<file path="src/rtl/key_debounce_3ch_pkg.sv">
// rtl/key_debounce_3ch_pkg.sv - shared constants and FSM encoding for the key debouncer
// Optional feature macro used by the design files: KEY_RELEASE_PULSE_EN
package key_debounce_3ch_pkg;

  localparam int   KEY_NUM    = 3;
  localparam logic KEY_ACTIVE = 1'b0;
  localparam logic KEY_IDLE   = 1'b1;

  // Stable debounced level of one key; encoding equals the active-low key level.
  typedef enum logic {
    STABLE_LO = 1'b0,
    STABLE_HI = 1'b1
  } key_state_e;

  // Terminal count of the debounce window for a clock frequency and hold time.
  function automatic int calc_cnt_max(input int clk_freq, input int debounce_ms);
    return clk_freq / 1000 * debounce_ms - 1;
  endfunction

  // Counter width that holds cnt_max exactly, never below one bit.
  function automatic int calc_cnt_w(input int cnt_max);
    return (cnt_max > 0) ? $clog2(cnt_max + 1) : 1;
  endfunction

endpackage

</file>
<file path="src/rtl/key_debounce_3ch_ch.sv">
// rtl/key_debounce_3ch_ch.sv - one key channel: 2-flop sync, debounce counter, FSM, strobes
// key_release exists only when KEY_RELEASE_PULSE_EN is defined.
module key_debounce_ch
  import key_debounce_3ch_pkg::*;
#(
  parameter int CNT_MAX = 9
) (
  input  logic sys_clk,
  input  logic sys_rst_n,
  input  logic key_in,
  output logic key_out,
`ifdef KEY_RELEASE_PULSE_EN
  output logic key_release,
`endif
  output logic key_press
);

  localparam int              CNT_W    = calc_cnt_w(CNT_MAX);
  localparam logic [CNT_W-1:0] CNT_LAST = CNT_W'(CNT_MAX);

  logic             s1_q;
  logic             s2_q;
  key_state_e       state_q;
  logic [CNT_W-1:0] cnt_q;
  logic             key_out_q;
  logic             press_q;
`ifdef KEY_RELEASE_PULSE_EN
  logic             release_q;
`endif

  // Two-flop synchroniser; resets to the released level so reset exit looks idle.
  always_ff @(posedge sys_clk or negedge sys_rst_n) begin
    if (!sys_rst_n) begin
      s1_q <= KEY_IDLE;
      s2_q <= KEY_IDLE;
    end else begin
      s1_q <= key_in;
      s2_q <= s1_q;
    end
  end

  // Stable-level FSM: the synchronised input must differ for CNT_MAX+1 cycles in a row to flip.
  always_ff @(posedge sys_clk or negedge sys_rst_n) begin
    if (!sys_rst_n) begin
      state_q   <= STABLE_HI;
      cnt_q     <= '0;
      key_out_q <= KEY_IDLE;
      press_q   <= 1'b0;
`ifdef KEY_RELEASE_PULSE_EN
      release_q <= 1'b0;
`endif
    end else begin
      press_q   <= 1'b0;
`ifdef KEY_RELEASE_PULSE_EN
      release_q <= 1'b0;
`endif
      if (s2_q == logic'(state_q)) begin
        cnt_q <= '0;
      end else if (cnt_q != CNT_LAST) begin
        cnt_q <= cnt_q + 1'b1;
      end else begin
        cnt_q <= '0;
        case (state_q)
          STABLE_HI: begin
            state_q   <= STABLE_LO;
            key_out_q <= KEY_ACTIVE;
            press_q   <= 1'b1;
          end
          default: begin
            state_q   <= STABLE_HI;
            key_out_q <= KEY_IDLE;
`ifdef KEY_RELEASE_PULSE_EN
            release_q <= 1'b1;
`endif
          end
        endcase
      end
    end
  end

  assign key_out   = key_out_q;
  assign key_press = press_q;
`ifdef KEY_RELEASE_PULSE_EN
  assign key_release = release_q;
`endif

endmodule

</file>
<file path="src/rtl/key_debounce_3ch.sv">
// rtl/key_debounce_3ch.sv - three independent debounced active-low keys with press strobes
// Defining KEY_RELEASE_PULSE_EN adds the key_release strobe port.
module key_debounce_3ch
  import key_debounce_3ch_pkg::*;
#(
  parameter int CLK_FREQ    = 50_000_000,
  parameter int DEBOUNCE_MS = 20
) (
  input  logic               sys_clk,
  input  logic               sys_rst_n,
  input  logic [KEY_NUM-1:0] key_in,
  output logic [KEY_NUM-1:0] key_out,
`ifdef KEY_RELEASE_PULSE_EN
  output logic [KEY_NUM-1:0] key_release,
`endif
  output logic [KEY_NUM-1:0] key_press
);

  localparam int CNT_MAX = calc_cnt_max(CLK_FREQ, DEBOUNCE_MS);

  // One fully independent channel per key; bit 0 is key1.
  for (genvar i = 0; i < KEY_NUM; i++) begin : g_ch
    key_debounce_ch #(
      .CNT_MAX (CNT_MAX)
    ) u_ch (
      .sys_clk     (sys_clk),
      .sys_rst_n   (sys_rst_n),
      .key_in      (key_in[i]),
      .key_out     (key_out[i]),
`ifdef KEY_RELEASE_PULSE_EN
      .key_release (key_release[i]),
`endif
      .key_press   (key_press[i])
    );
  end

endmodule

</file>
<file path="config.mk">
export PLATFORM = sky130hd
export DESIGN_NAME = key_debounce_3ch
export DESIGN_NICKNAME = d
export VERILOG_FILES = /design/src/rtl/key_debounce_3ch_pkg.sv /design/src/rtl/key_debounce_3ch_ch.sv /design/src/rtl/key_debounce_3ch.sv
export SDC_FILE = /design/constraint.sdc
export NUM_CORES = 1
export LEC_CHECK = 0
export CAP_MARGIN = 0
export CORE_UTILIZATION = 51
export CTS_CLUSTER_DIAMETER = 150
export DETAILED_ROUTE_END_ITERATION = 12
export PLACE_DENSITY = 0.74
export SYNTH_ARGS = -nofsm -noshare
export SYNTH_HDL_FRONTEND = slang
export SYNTH_HIERARCHICAL = 1
export SYNTH_SLANG_ARGS = --single-unit
</file>
<file path="constraint.sdc">
create_clock -name sys_clk -period 2.6 [get_ports sys_clk]
set_input_delay 0.26 -clock sys_clk [delete_from_list [all_inputs] [get_ports sys_clk]]
set_output_delay 0.26 -clock sys_clk [all_outputs]
set_load 0.02 [all_outputs]
</file>
==> results.json <==
{
  "syn_to_final_growth_pct": 11.34,
  "worstHoldStart": "key_in[0]",
  "tightestPinTransition_ns": 0.7019,
  "vdd_drop_max_v": 0.0003018,
  "ctsResizeCount": 0,
  "r2r-start": "g_ch[0].u_ch/cnt_q[0]",
  "comb_power_share_pct": 3.4,
  "critical_path_required_ns": 2.86,
  "cts_tree": "built",
  "p_sw_uw": 446.3,
  "synth_edf_count": 0,
  "p_leak_nw": 1.475,
  "p_seq_share_pct": 54.0,
  "finalNetCount": 369,
  "end_kind": "register",
  "power_mw": 2.143,
  "die_h_um": 83.89,
  "clkTransAtPathRegs_ns": 0.07,
  "vias_per_cell": 5.624,
  "grt_pass1_vias": 2460,
  "rsz0062_at_grt": "false",
  "die_x_um": 83.89,
  "fin_skew_ns": 0.01246,
  "status": "finished, violations left",
  "hpwl_um": 4349,
  "r2r_slack_ns": 0.46,
  "setup_viol_count_final": 0,
  "ys_top_cells_by_area": "dfrtp_1 (46%), dfstp_2 (6.9%), nor2_1 (4.9%)",
  "drc": 2,
  "synth_fp_nets": 356,
  "min_path_cells": 1,
  "worstHoldPathType": "in -> reg",
  "cts_buffers": 9,
  "grt_usage_pct": 19.51,
  "hold_viol": 0,
  "wire_per_inst_um": 14.01,
  "crit_path_start": "g_ch[0].u_ch/cnt_q[0]",
  "cts_root_buf": "clkbuf_8",
  "ios": 11,
  "p_per_area_mw_per_mm2": 562.8,
  "ant_nets": 0,
  "drtPass1Iterations": 8,
  "max_cap_violations": 0,
  "async_reset_ff_share_pct": 100.0,
  "p_int_mw": 1.697,
  "synth_top_area_share_pct": 46.10,
  "timing.rr.end": "g_ch[0].u_ch/cnt_q[18]",
  "grt_pass1_wl_um": 10860,
  "port_buffers": 10,
  "critPathCapture": "g_ch[0].u_ch/cnt_q[18]",
  "core-area_mm2": 0.006422,
  "clock_latency_ns": 0.33,
  "overflow": 0,
  "clk_path_buf_depth": 2,
  "netlist_instances": 348,
  "post_synth.cell_area_avg_um2": 9.826,
  "grt_max_degree": 33,
  "r2r_cells": 5,
  "synthTopCellsByCount": "dfrtp_1 (63), nor2_1 (45), a21oi_1 (24), nand3_1 (24)",
  "drv_slew": 0,
  "drive_gt1_share_pct": 13.70,
  "synth_area_mm2": 0.003420,
  "drtIter0Drc": 82,
  "clock-sinks": 72,
  "yosys_warnings": 6,
  "gp_congestion": 0.7967,
  "synth_flop_cell": "dfrtp_1",
  "switching_share_pct": 20.83,
  "synth_seq_cells": 72,
  "via_count": 2486,
  "fin_crit_sh_pct": 82.44,
  "initial_core_util_pct": 53.24,
  "drt_wl_total_um": 6194,
  "power_frac_clock_pct": 42.6,
  "crit_fanout": 8,
  "htreeDepth": 3,
  "synth.most_common_cell": "dfrtp_1",
  "dieArea_mm2": 0.007037,
  "finalCriticalPeriod_ns": 2.143,
  "yosys.area.top_type": "dfrtp_1",
  "crit_type": "reg -> reg",
  "max_freq_ghz": 0.4666,
  "antenna_found_initial": 0,
  "ys_types": 28,
  "violations": "DRC",
  "ys_seq_area_share_pct": 53.02,
  "num_rows": 29,
  "cp-start-kind": "register",
  "tns_ns": 0,
  "maxSlewHeadroom_pct": 53.21,
  "diodes": 0,
  "cp.arrival_ns": 2.40
}
==> layout make-up <==
type                    count  area, um^2
inverters                  18       67.56
repair buffers             17       150.1
fillers                   532        2615
clock buffers              11       131.4
flip-flops and latches     72        1813
multi-input cells         243        1479
clock inverters             4       70.07
well taps                  77       96.34
==> worst min path at each step <==
stage                             to
5_1_grt            g_ch[0].u_ch/s1_q
2_1_floorplan  g_ch[0].u_ch/cnt_q[0]
4_1_cts            g_ch[0].u_ch/s1_q
6_report           g_ch[0].u_ch/s1_q
3_5_place_dp   g_ch[2].u_ch/cnt_q[8]
3_3_place_gp   g_ch[2].u_ch/cnt_q[8]
==> cell families after synthesis <==
kind of cell	after synthesis	share of synthesized area, %
xor gates and xnor gates	33	8.452
AOI/OAI and AO/OA	51	8.123
buffers and inverters	33	3.732
adders and majority gates	3	1.098
and+or+nand+nor	153	24.59
muxes	3	0.9879
DFF	72	53.02
==> worst max-delay path, stage by stage (launching register included) <==
cell	delay, ns
dfrtp_1	0.41
ha_1	0.24
nand2_1	0.10
or4_1	0.65
or4_1	0.52
a21oi_1	0.15
==> timing repair <==
| action | 4_1_cts | 5_1_grt |
|---|---|---|
| buffers inserted | 0 | 0 |
| endpoints found under the hold margin | 24 | 0 |
| hold buffers | 1 | 0 |
==> registers in the layout (all words and copies together) (netlist names) <==
name and cells:
g_ch.u_ch/key_press 3, g_ch.u_ch/s2_q 3, g_ch.u_ch/key_out 3, g_ch.u_ch/cnt_q 60, g_ch.u_ch/s1_q 3
==> per-stage QoR <==
stage	std cells	utilization [%]	setup slack [ns]	cell area, um^2	hold WS [ns]
5_1_grt	442	59.28	0.3424	3807	0.3145
3_3_place_gp	426	55.99	0.5587	3596	0.3465
2_1_floorplan	348	-	0.6247	3420	-0.03559
4_1_cts	442	59.28	0.4491	3807	0.3161
3_5_place_dp	426	55.99	0.4718	3596	0.3481
6_report	442	59.28	0.4567	3807	0.3375
==> power groups by stage <==
stage               clock (mW)  combinational, mW  sequential (mW)
floorplan                    0             0.0322             1.17
global placement             0             0.0719             1.18
detailed placement           0             0.0744             1.18
CTS                      0.944             0.0756             1.16
global route             0.991             0.0844             1.16
finish                   0.914             0.0727             1.16
==> placed cells by master (no fill, tap or decap), drive strengths merged, types with 6 or more instances in the layout <==
cell type       n
a21oi          24
and3            6
buf             7
clkbuf         11
clkdlybuf4s50   9
dfrtp          63
dfstp           9
inv            18
nand2          12
nand3          27
nand4           9
nor2           45
nor3            6
nor4            6
o21ai          18
o31ai           9
or3            15
or4            15
xnor2          18
xor2           15
==> metal layers <==
| layer | global-route usage, % | vias up | share of wire, % |
|---|---|---|---|
| met5 | 0 | - | 0 |
| li1 | - | 1245 | - |
| met3 | 4.352 | 6 | 2.3 |
| met2 | 33.16 | 30 | 49 |
| met4 | 7.680 | 0 | 0.94 |
| met1 | 24.15 | 1205 | 47 |
Power figures use the tool's default switching activity.
